--- src/rtl/round_timer_pkg.sv ---
// Shared types and constants for the maze-round countdown timer.
package round_timer_pkg;

    typedef enum logic [1:0] {
        StIdle,
        StRunning,
        StPaused,
        StExpired
    } state_e;

    typedef struct packed {
        logic [5:0] mins;
        logic [5:0] secs;
    } round_time_t;

    localparam int unsigned MAX_MINS = 59;
    localparam int unsigned MAX_SECS = 59;

    // Per-level time budget, indexed by level; no entry may be 00:00.
    localparam round_time_t [3:0] LEVEL_TABLE = {
        round_time_t'{mins: 6'd0, secs: 6'd45},
        round_time_t'{mins: 6'd1, secs: 6'd0},
        round_time_t'{mins: 6'd1, secs: 6'd30},
        round_time_t'{mins: 6'd2, secs: 6'd0}
    };

endpackage

--- src/rtl/tick_prescaler.sv ---
// Divides the clock down to a one-cycle tick every CLK_F enabled cycles.
module tick_prescaler #(
    parameter int unsigned CLK_F = 50000000
) (
    input  logic clock,
    input  logic reset,
    input  logic clear,
    input  logic enable,
    output logic tick
);

    localparam int unsigned CntW = (CLK_F > 1) ? $clog2(CLK_F) : 1;
    localparam logic [CntW-1:0] CntMax = CntW'(CLK_F - 1);

    logic [CntW-1:0] count_q;

    assign tick = enable && (count_q == CntMax);

    // Count enabled cycles, wrapping on the tick; hold when disabled.
    always_ff @(posedge clock) begin
        if (reset || clear) begin
            count_q <= '0;
        end else if (enable) begin
            count_q <= tick ? '0 : count_q + 1'b1;
        end
    end

endmodule

--- src/rtl/round_timer_ctrl.sv ---
// Round countdown controller: level load, run/pause/abort, bonus add, warning and expiry.
module round_timer_ctrl
    import round_timer_pkg::*;
#(
    parameter int unsigned CLK_F      = 50000000,
    parameter int unsigned BONUS_SECS = 10,
    parameter int unsigned WARN_SECS  = 10
) (
    input  logic       clock,
    input  logic       reset,
    input  logic [1:0] level,
    input  logic       start,
    input  logic       pause,
    input  logic       abort,
    input  logic       bonus,
    output logic [5:0] min_out,
    output logic [5:0] sec_out,
    output logic       running,
    output logic       paused,
    output logic       warning,
    output logic       timer_end,
    output logic       expired_pulse
);

    state_e     state_q;
    logic [5:0] min_q;
    logic [5:0] sec_q;
    logic       expired_pulse_q;

    logic       tick;
    logic       start_ok;
    logic [6:0] add_secs;
    logic [6:0] sec_sum;
    logic [6:0] min_sum;
    logic [5:0] bonus_min;
    logic [5:0] bonus_sec;
    logic [5:0] dec_min;
    logic [5:0] dec_sec;
    logic       dec_zero;

    // start only counts from IDLE or EXPIRED; abort outranks it.
    assign start_ok = start && !abort && (state_q == StIdle || state_q == StExpired);

    tick_prescaler #(
        .CLK_F(CLK_F)
    ) u_prescaler (
        .clock (clock),
        .reset (reset),
        .clear (abort || start_ok),
        .enable(state_q == StRunning),
        .tick  (tick)
    );

    // Bonus add (folding in a same-cycle tick as -1) with saturation, and plain decrement.
    always_comb begin
        add_secs  = 7'(BONUS_SECS) - (tick ? 7'd1 : 7'd0);
        sec_sum   = {1'b0, sec_q} + add_secs;
        min_sum   = {1'b0, min_q};
        if (sec_sum > 7'(MAX_SECS)) begin
            sec_sum = sec_sum - 7'd60;
            min_sum = min_sum + 7'd1;
        end
        if (min_sum > 7'(MAX_MINS)) begin
            bonus_min = 6'(MAX_MINS);
            bonus_sec = 6'(MAX_SECS);
        end else begin
            bonus_min = min_sum[5:0];
            bonus_sec = sec_sum[5:0];
        end

        if (sec_q == 6'd0) begin
            dec_min = min_q - 6'd1;
            dec_sec = 6'(MAX_SECS);
        end else begin
            dec_min = min_q;
            dec_sec = sec_q - 6'd1;
        end
        dec_zero = (dec_min == 6'd0) && (dec_sec == 6'd0);
    end

    // Round FSM with min:sec counters; priority abort > start > bonus > pause > tick.
    always_ff @(posedge clock) begin
        if (reset) begin
            state_q         <= StIdle;
            min_q           <= '0;
            sec_q           <= '0;
            expired_pulse_q <= 1'b0;
        end else begin
            expired_pulse_q <= 1'b0;
            if (abort) begin
                state_q <= StIdle;
                min_q   <= '0;
                sec_q   <= '0;
            end else if (start_ok) begin
                state_q <= StRunning;
                min_q   <= LEVEL_TABLE[level].mins;
                sec_q   <= LEVEL_TABLE[level].secs;
            end else begin
                unique case (state_q)
                    StRunning: begin
                        if (bonus) begin
                            min_q <= bonus_min;
                            sec_q <= bonus_sec;
                        end else if (tick) begin
                            min_q <= dec_min;
                            sec_q <= dec_sec;
                        end
                        // Expiry beats pause so the round cannot park at 00:00.
                        if (tick && !bonus && dec_zero) begin
                            state_q         <= StExpired;
                            expired_pulse_q <= 1'b1;
                        end else if (pause) begin
                            state_q <= StPaused;
                        end
                    end
                    StPaused: begin
                        if (bonus) begin
                            min_q <= bonus_min;
                            sec_q <= bonus_sec;
                        end
                        if (pause) begin
                            state_q <= StRunning;
                        end
                    end
                    StIdle, StExpired: begin
                    end
                endcase
            end
        end
    end

    assign min_out       = min_q;
    assign sec_out       = sec_q;
    assign running       = (state_q == StRunning);
    assign paused        = (state_q == StPaused);
    assign timer_end     = (state_q == StExpired);
    assign expired_pulse = expired_pulse_q;
    assign warning       = (running || paused) && (min_q == 6'd0) && (sec_q <= 6'(WARN_SECS));

endmodule

--- config.mk ---
export PLATFORM = sky130hd
export DESIGN_NAME = round_timer_ctrl
export DESIGN_NICKNAME = d
export VERILOG_FILES = /design/src/rtl/round_timer_pkg.sv /design/src/rtl/tick_prescaler.sv /design/src/rtl/round_timer_ctrl.sv
export SDC_FILE = /design/constraint.sdc
export NUM_CORES = 1
export LEC_CHECK = 0
export ABC_CLOCK_PERIOD_IN_PS = 4700
export CORE_MARGIN = 4
export CORE_UTILIZATION = 25
export CTS_CLUSTER_SIZE = 10
export DETAILED_ROUTE_END_ITERATION = 10
export PLACE_DENSITY = 0.45
export SKIP_LAST_GASP = 1
export SYNTH_ARGS = -nofsm -noshare
export SYNTH_HDL_FRONTEND = slang
export SYNTH_HIERARCHICAL = 1
export SYNTH_SLANG_ARGS = --single-unit
--- constraint.sdc ---
create_clock -name clock -period 4.7 [get_ports clock]
set_input_delay 0.47 -clock clock [delete_from_list [all_inputs] [get_ports clock]]
set_output_delay 0.47 -clock clock [all_outputs]
set_load 0.005 [all_outputs]
Word-level counts from Yosys, hierarchy flattened
Index checks and enable logic that the tools add are counted.
{"block": "word_totals", "input_bits": 8, "reg_bits": 41, "word_cells": 81, "output_inout_bits": 17, "latch_bits": 0, "n_memories": 0, "ram_bits": 0, "mem_bits_ro": 0}
{"block": "op_classes", "n_eq_ne": 10, "addsub": 7, "n_shift": 0, "n_div": 0, "magnitude_cmp": 4, "mux": 26, "n_bitwise": 1, "multipliers": 0, "reduce_logical": 27}
{"cell": "$mux W6", "n": 13}
{"cell": "$add A26 B1 Y26 const B", "n": 1}
{"cell": "$eq A26 B26 Y1 const B", "n": 1}
{"cell": "$mux W26", "n": 1}
{"cell": "$bmux W12 S2", "n": 1}
{"cell": "$logic_not A6 Y1", "n": 4}
{"cell": "$pmux W6 S2", "n": 2}
{"cell": "$gt A7 B6 Y1 const B", "n": 2}
{"cell": "$mux W12", "n": 1}
{"cell": "$sub A6 B1 Y6 const B", "n": 2}
{"cell": "$ne A3 B2 Y1 const B", "n": 3}
{"cell": "$reduce_and A3 Y1", "n": 3}
{"cell": "$logic_and A1 B1 Y1", "n": 8}
{"cell": "$ne A4 B2 Y1 const B", "n": 2}
{"cell": "$add A6 B1 Y7 const B", "n": 1}
{"cell": "$add A6 B7 Y7", "n": 1}
{"cell": "$mux W7", "n": 1}
{"cell": "$le A6 B4 Y1 const B", "n": 1}
{"cell": "$mux W2", "n": 3}
{"cell": "$sub A6 B6 Y6 const B", "n": 1}
{"cell": "$sub A4 B1 Y5 const A", "n": 1}
{"cell": "$eq A2 B2 Y1 const B", "n": 2}
{"cell": "$logic_or A1 B1 Y1", "n": 4}
{"cell": "$pmux W2 S2", "n": 1}
{"cell": "12 further kinds", "n": 15}

Longest topological paths before layout
{"block": "logic_depth", "depth_word": 12, "mapped_depth": 18, "depth_no_buf": 16}

Cells and area by module
The synthesis kept the hierarchy.
{"mod": "round_timer_ctrl", "seq_area_each_um2": 300.3, "cells_each": 252, "instances": 1, "area_per_inst_um2": 1960.6}
{"mod": "tick_prescaler", "seq_area_each_um2": 520.5, "cells_each": 156, "instances": 1, "area_per_inst_um2": 1343.8}

Worst setup path before layout
Ideal clock, no wire load.
{"block": "synth_path", "kind": "register to register", "startpoint": "reg state_q[1]", "endpoint": "reg sec_q[3], in the netlist sec_out[3]", "n_path_buf": 2, "arrival_ps": 4056, "path_stages_with_launch": 19, "setup_time_ps": 132, "path_slack_ps": 512, "t_required_ps": 4568, "cell_sequence": "dfxtp_1 > inv_1 > ha_1 > and3_1 > buf_2 > nand2_1 > nor3_1 > ha_1 > inv_1 > fa_1 > xnor2_1 > inv_2 > ha_1 > nor3b_1 > o2111ai_4 > and3_1 > buf_6 > nor4_1 > o32ai_1"}
{"block": "synth_via", "elab_chain_cells": 12}
{"element": "start, declared", "line": "round_timer_ctrl.sv:25", "rtl": "state_e state_q;"}
{"element": "start signal, assigned", "line": "round_timer_ctrl.sv:84", "rtl": "state_q <= StIdle;"}
{"element": "start signal, assigned", "line": "round_timer_ctrl.sv:91", "rtl": "state_q <= StIdle;"}
{"element": "start signal, assigned", "line": "round_timer_ctrl.sv:95", "rtl": "state_q <= StRunning;"}
{"element": "$eq A2 B1 Y1 *"}
{"element": "named net running", "line": "round_timer_ctrl.sv:18", "rtl": "output logic running,"}
{"element": "$logic_and A1 B1 Y1 *", "line": "tick_prescaler.sv:17", "rtl": "assign tick = enable && (count_q == CntMax);"}
{"element": "named net tick", "line": "round_timer_ctrl.sv:30", "rtl": "logic tick;"}
{"element": "$mux W1", "line": "round_timer_ctrl.sv:56", "rtl": "add_secs = 7'(BONUS_SECS) - (tick ? 7'd1 : 7'd0);"}
{"element": "$sub A4 B1 Y5", "line": "round_timer_ctrl.sv:56"}
{"element": "$add A6 B7 Y7", "line": "round_timer_ctrl.sv:57", "rtl": "sec_sum = {1'b0, sec_q} + add_secs;"}
{"element": "$gt A7 B6 Y1", "line": "round_timer_ctrl.sv:59", "rtl": "if (sec_sum > 7'(MAX_SECS)) begin"}
{"element": "$mux W7", "line": "round_timer_ctrl.sv:59"}
{"element": "$gt A7 B6 Y1", "line": "round_timer_ctrl.sv:63", "rtl": "if (min_sum > 7'(MAX_MINS)) begin"}
{"element": "$mux W6", "line": "round_timer_ctrl.sv:63"}
{"element": "$mux W6 (on tied branches)", "line": "round_timer_ctrl.sv:117, round_timer_ctrl.sv:101"}
{"element": "$pmux W6 S2", "line": "round_timer_ctrl.sv:99", "rtl": "unique case (state_q)"}
{"element": "$mux W6", "line": "round_timer_ctrl.sv:94", "rtl": "end else if (start_ok) begin"}
{"element": "end signal, assigned", "line": "round_timer_ctrl.sv:97", "rtl": "sec_q <= LEVEL_TABLE[level].secs;"}
{"element": "end signal, assigned", "line": "round_timer_ctrl.sv:103", "rtl": "sec_q <= bonus_sec;"}
{"element": "end signal, assigned", "line": "round_timer_ctrl.sv:119", "rtl": "sec_q <= bonus_sec;"}
{"element": "end, declared", "line": "round_timer_ctrl.sv:27", "rtl": "logic [5:0] sec_q;"}
The timed path passes the listed nets; every way through them passes the cells marked *. The select of a mux whose other input is x is not followed.
A chain may end at the register's enable or synchronous reset.

Worst setup path after layout
{"block": "layout_path", "startpoint": "reg u_prescaler.count_q[0]", "endpoint": "reg sec_q[3], in the netlist sec_out[3]"}
{"block": "layout_via", "elab_chain_cells": 12}
{"element": "start, declared", "line": "tick_prescaler.sv:15", "rtl": "logic [CntW-1:0] count_q;"}
{"element": "start signal, assigned", "line": "tick_prescaler.sv:24", "rtl": "count_q <= tick ? '0 : count_q + 1'b1;"}
{"element": "$eq A26 B26 Y1 *", "line": "tick_prescaler.sv:17"}
{"element": "$logic_and A1 B1 Y1 *", "line": "tick_prescaler.sv:17"}
{"element": "named net tick", "line": "round_timer_ctrl.sv:30"}
{"element": "$mux W1", "line": "round_timer_ctrl.sv:56"}
{"element": "$sub A4 B1 Y5", "line": "round_timer_ctrl.sv:56"}
{"element": "$add A6 B7 Y7", "line": "round_timer_ctrl.sv:57"}
{"element": "$gt A7 B6 Y1", "line": "round_timer_ctrl.sv:59"}
{"element": "$mux W7", "line": "round_timer_ctrl.sv:59"}
{"element": "$gt A7 B6 Y1", "line": "round_timer_ctrl.sv:63"}
{"element": "$mux W6", "line": "round_timer_ctrl.sv:63"}
{"element": "$mux W6 (on tied branches)", "line": "round_timer_ctrl.sv:117, round_timer_ctrl.sv:101"}
{"element": "$pmux W6 S2", "line": "round_timer_ctrl.sv:99"}
{"element": "$mux W6", "line": "round_timer_ctrl.sv:94"}
Marks and branches as above.

==> metrics.txt <==
Crit Path Max Fanout=10; DR WL met2=4200 µm; post-CTS sizing=0; area leader, netlist=dfxtp_1; Slew @ Worst Pin=1.11 ns; total number of vias=3162; WL met3=396 µm; Final Hold Vio Count=0; final wirelength=9400 µm; CTS Buf Count=5; # IOs=25; final std cells w/o fill=594; uppermost layer routed=met4; final net count=448; Worst R2R Setup Slack=0.55 ns; XOR/XNOR share of the synthesized area=5.30%; top-count cell post-synth=dfxtp_1; post-synthesis sequential area ratio=24.8%; Post-synth top cells=dfxtp_1 (41), nor2_1 (31), nand2_1 (25); IO buf count=24; highest clock rate=241 MHz; first-pass GRT wire length=15800 µm; Power Density=231 nW/µm²; Mapped Avg Cell Area=8.10 µm²; drt wl/cell=15.8 µm; Pins Over Slew Limit=0; htree depth=2; Max Cap Viol=0; diode count=0; Synth top area share=24.8%; result of the run=finished clean; post-synthesis mux area share=0.644%; initial core utilization=25.9%; startpoint types=register; Starting DRT DRC Count=181; clock sink count=41; Synth Register Bits=41; final HPWL from detailed placement=7080 µm; GRT Total Usage=13.0%; post-synthesis cell type count=79; vias in the first global route=3014; GRT overflow=0; CTS root buf=clkbuf_16; fraction of layout cells with a size suffix above 1=10.2%; Final Worst Setup Slack=0.547 ns; setup_tns=0 ns; crit path kind=register to register; Post-synth ARST share=0%; final period utilization=88.4%; pre-CTS WS=0.523 ns; chip width=123 µm; mapped cell area=3300 µm²; Die ar.=15100 µm²; CTS tree=built; height of the chip=123 µm; Setup Fix Bufs, Post-CTS=0; Syn-to-layout area delta=15.9%; Fin Hold WS=0.503 ns; gpl congestion=0.819; largest family of logic cells by synthesized area=simple AND/OR/NAND/NOR gates; Placed Area=3670 µm²; core area=12800 µm²; Worst Hold Class=register to register; LEAKAGE=1.23 nW; Design Area, Final=3830 µm²; Final Util=30.0%; Worst EP required=4.87 ns; clk slew on worst S/H paths=0.06 ns; largest net degree at the start of global routing=19; yosys warns=6; Compound-Gate Fraction of Synth Area=25.2%; CP Data Arrival Time=4.32 ns; Syn Inst Count=408; synthesized net count=434; Worst IR Drop VDD=0.000149 V; cts hold-fix bufs=0; Top FF cell, synth=dfxtp_1; worst relative slew slack=25.8%; final routed DRC violation total=0; initial antenna violation count=0; Routed Antenna Nets=0; Final setup viols=0; RSZ-0062 raised after global routing=no; clock latency at the later pin of the worst-skew pair=0.29 ns; simple-gate share of the synthesized area=30.7%; top cells by area, synth=dfxtp_1 (25%), ha_1 (6.4%), nor2_1 (3.5%), a21oi_1 (3.5%), o21ai_0 (3.5%); drt via density=5.32; Post-synth EDFFs=0; Rows=41; Synth Area in Adders=7.04%; CP Capture Type=register; Pwr Total=0.883 mW; clk buf depth=2; DRT Pass-1 Iters=4; Setup Skew=0.00542 ns; placed insts=587; WL met1=4630 µm; fin crit period=4.15 ns
==> worst max-delay path: stages (launching register included) <==
cell       delay, ns
dfxtp_1         0.39
ha_1            0.19
and3_1          0.16
buf_4           0.16
nand2_1         0.14
nor3_1          0.22
buf_4           0.17
inv_1           0.05
ha_1            0.30
a21o_1          0.24
a221oi_4        0.35
ha_1            0.19
nor3b_1         0.38
o2111ai_4       0.28
and3_1          0.34
nor4_1          0.34
o32ai_1         0.13
==> report_power, final <==
group          total [mW]  switching, mW  internal, mW  leakage, nW
clock               0.394          0.147         0.247       0.0797
sequential          0.361        0.00968         0.351        0.331
combinational       0.129         0.0760        0.0532        0.819
==> flip-flops by register name, indices dropped and copies added (netlist names) <==
register	flops
sec_out	6
u_prescaler/count_q	26
expired_pulse	1
state_q	2
min_out	6
==> layer usage <==
metal  global-route usage [%]  vias to the layer above
met1                     18.1                     1507
met2                     20.6                       78
met3                     2.24                       13
li1                         -                     1564
met5                        0                        -
met4                     4.22                        0
==> kinds of logic (layout without fill, tap and decap cells) <==
kind of cell | after synthesis | count (layout)
and+or+nand+nor | 171 | 171
AOI/OAI and AO/OA | 113 | 113
buffers and inverters | 43 | 57
DFF | 41 | 41
xor gates and xnor gates | 20 | 20
adders and majority gates | 18 | 18
muxes | 2 | 2
==> cell usage in the layout (no fill, tap or decap), drive strengths merged, types with 3 or more instances in the layout <==
master,netlist,layout
xor2,10,10
a311oi,3,3
nor4b,5,5
ha,17,17
a21boi,4,4
o2111ai,4,4
nand3b,3,3
nand4,18,18
nor2,31,31
inv,21,21
nand3,19,19
o21ai,25,25
and3,4,4
xnor2,10,10
nor2b,6,6
nor3,10,10
dfxtp,41,41
or3,13,13
and4,8,8
or2,6,6
nand4b,3,3
or4,8,8
a211oi,5,5
a31oi,8,8
a21o,4,4
o31ai,9,9
nor4,3,3
a21oi,25,25
nand2,25,25
clkbuf,9,5
buf,13,5
clkdlybuf4s50,0,24
and2,4,4
==> layout make-up <==
cell class / count / area, µm²
Tap cell: 172 / 215
Inverter: 21 / 78.8
Clock inverter: 2 / 35.0
Timing Repair Buffer: 29 / 278
Fill cell: 1377 / 8940
Sequential cell: 41 / 821
Multi-Input combinational cell: 324 / 2280
Clock buffer: 5 / 125
==> path summary, 6_finish.rpt <==
kind / endpoint / from / depth (start not counted)
hold / removal: u_prescaler/count_q[25]$_SDFFE_PP0P_ / u_prescaler/count_q[25]$_SDFFE_PP0P_ / 2
setup / recovery: sec_out[3]$_SDFFE_PP0P_ / u_prescaler/count_q[0]$_SDFFE_PP0P_ / 16
setup reg to reg: sec_out[3]$_SDFFE_PP0P_ / u_prescaler/count_q[0]$_SDFFE_PP0P_ / 16
hold reg to reg: u_prescaler/count_q[25]$_SDFFE_PP0P_ / u_prescaler/count_q[25]$_SDFFE_PP0P_ / 2
(Power assumes the default switching activity.)
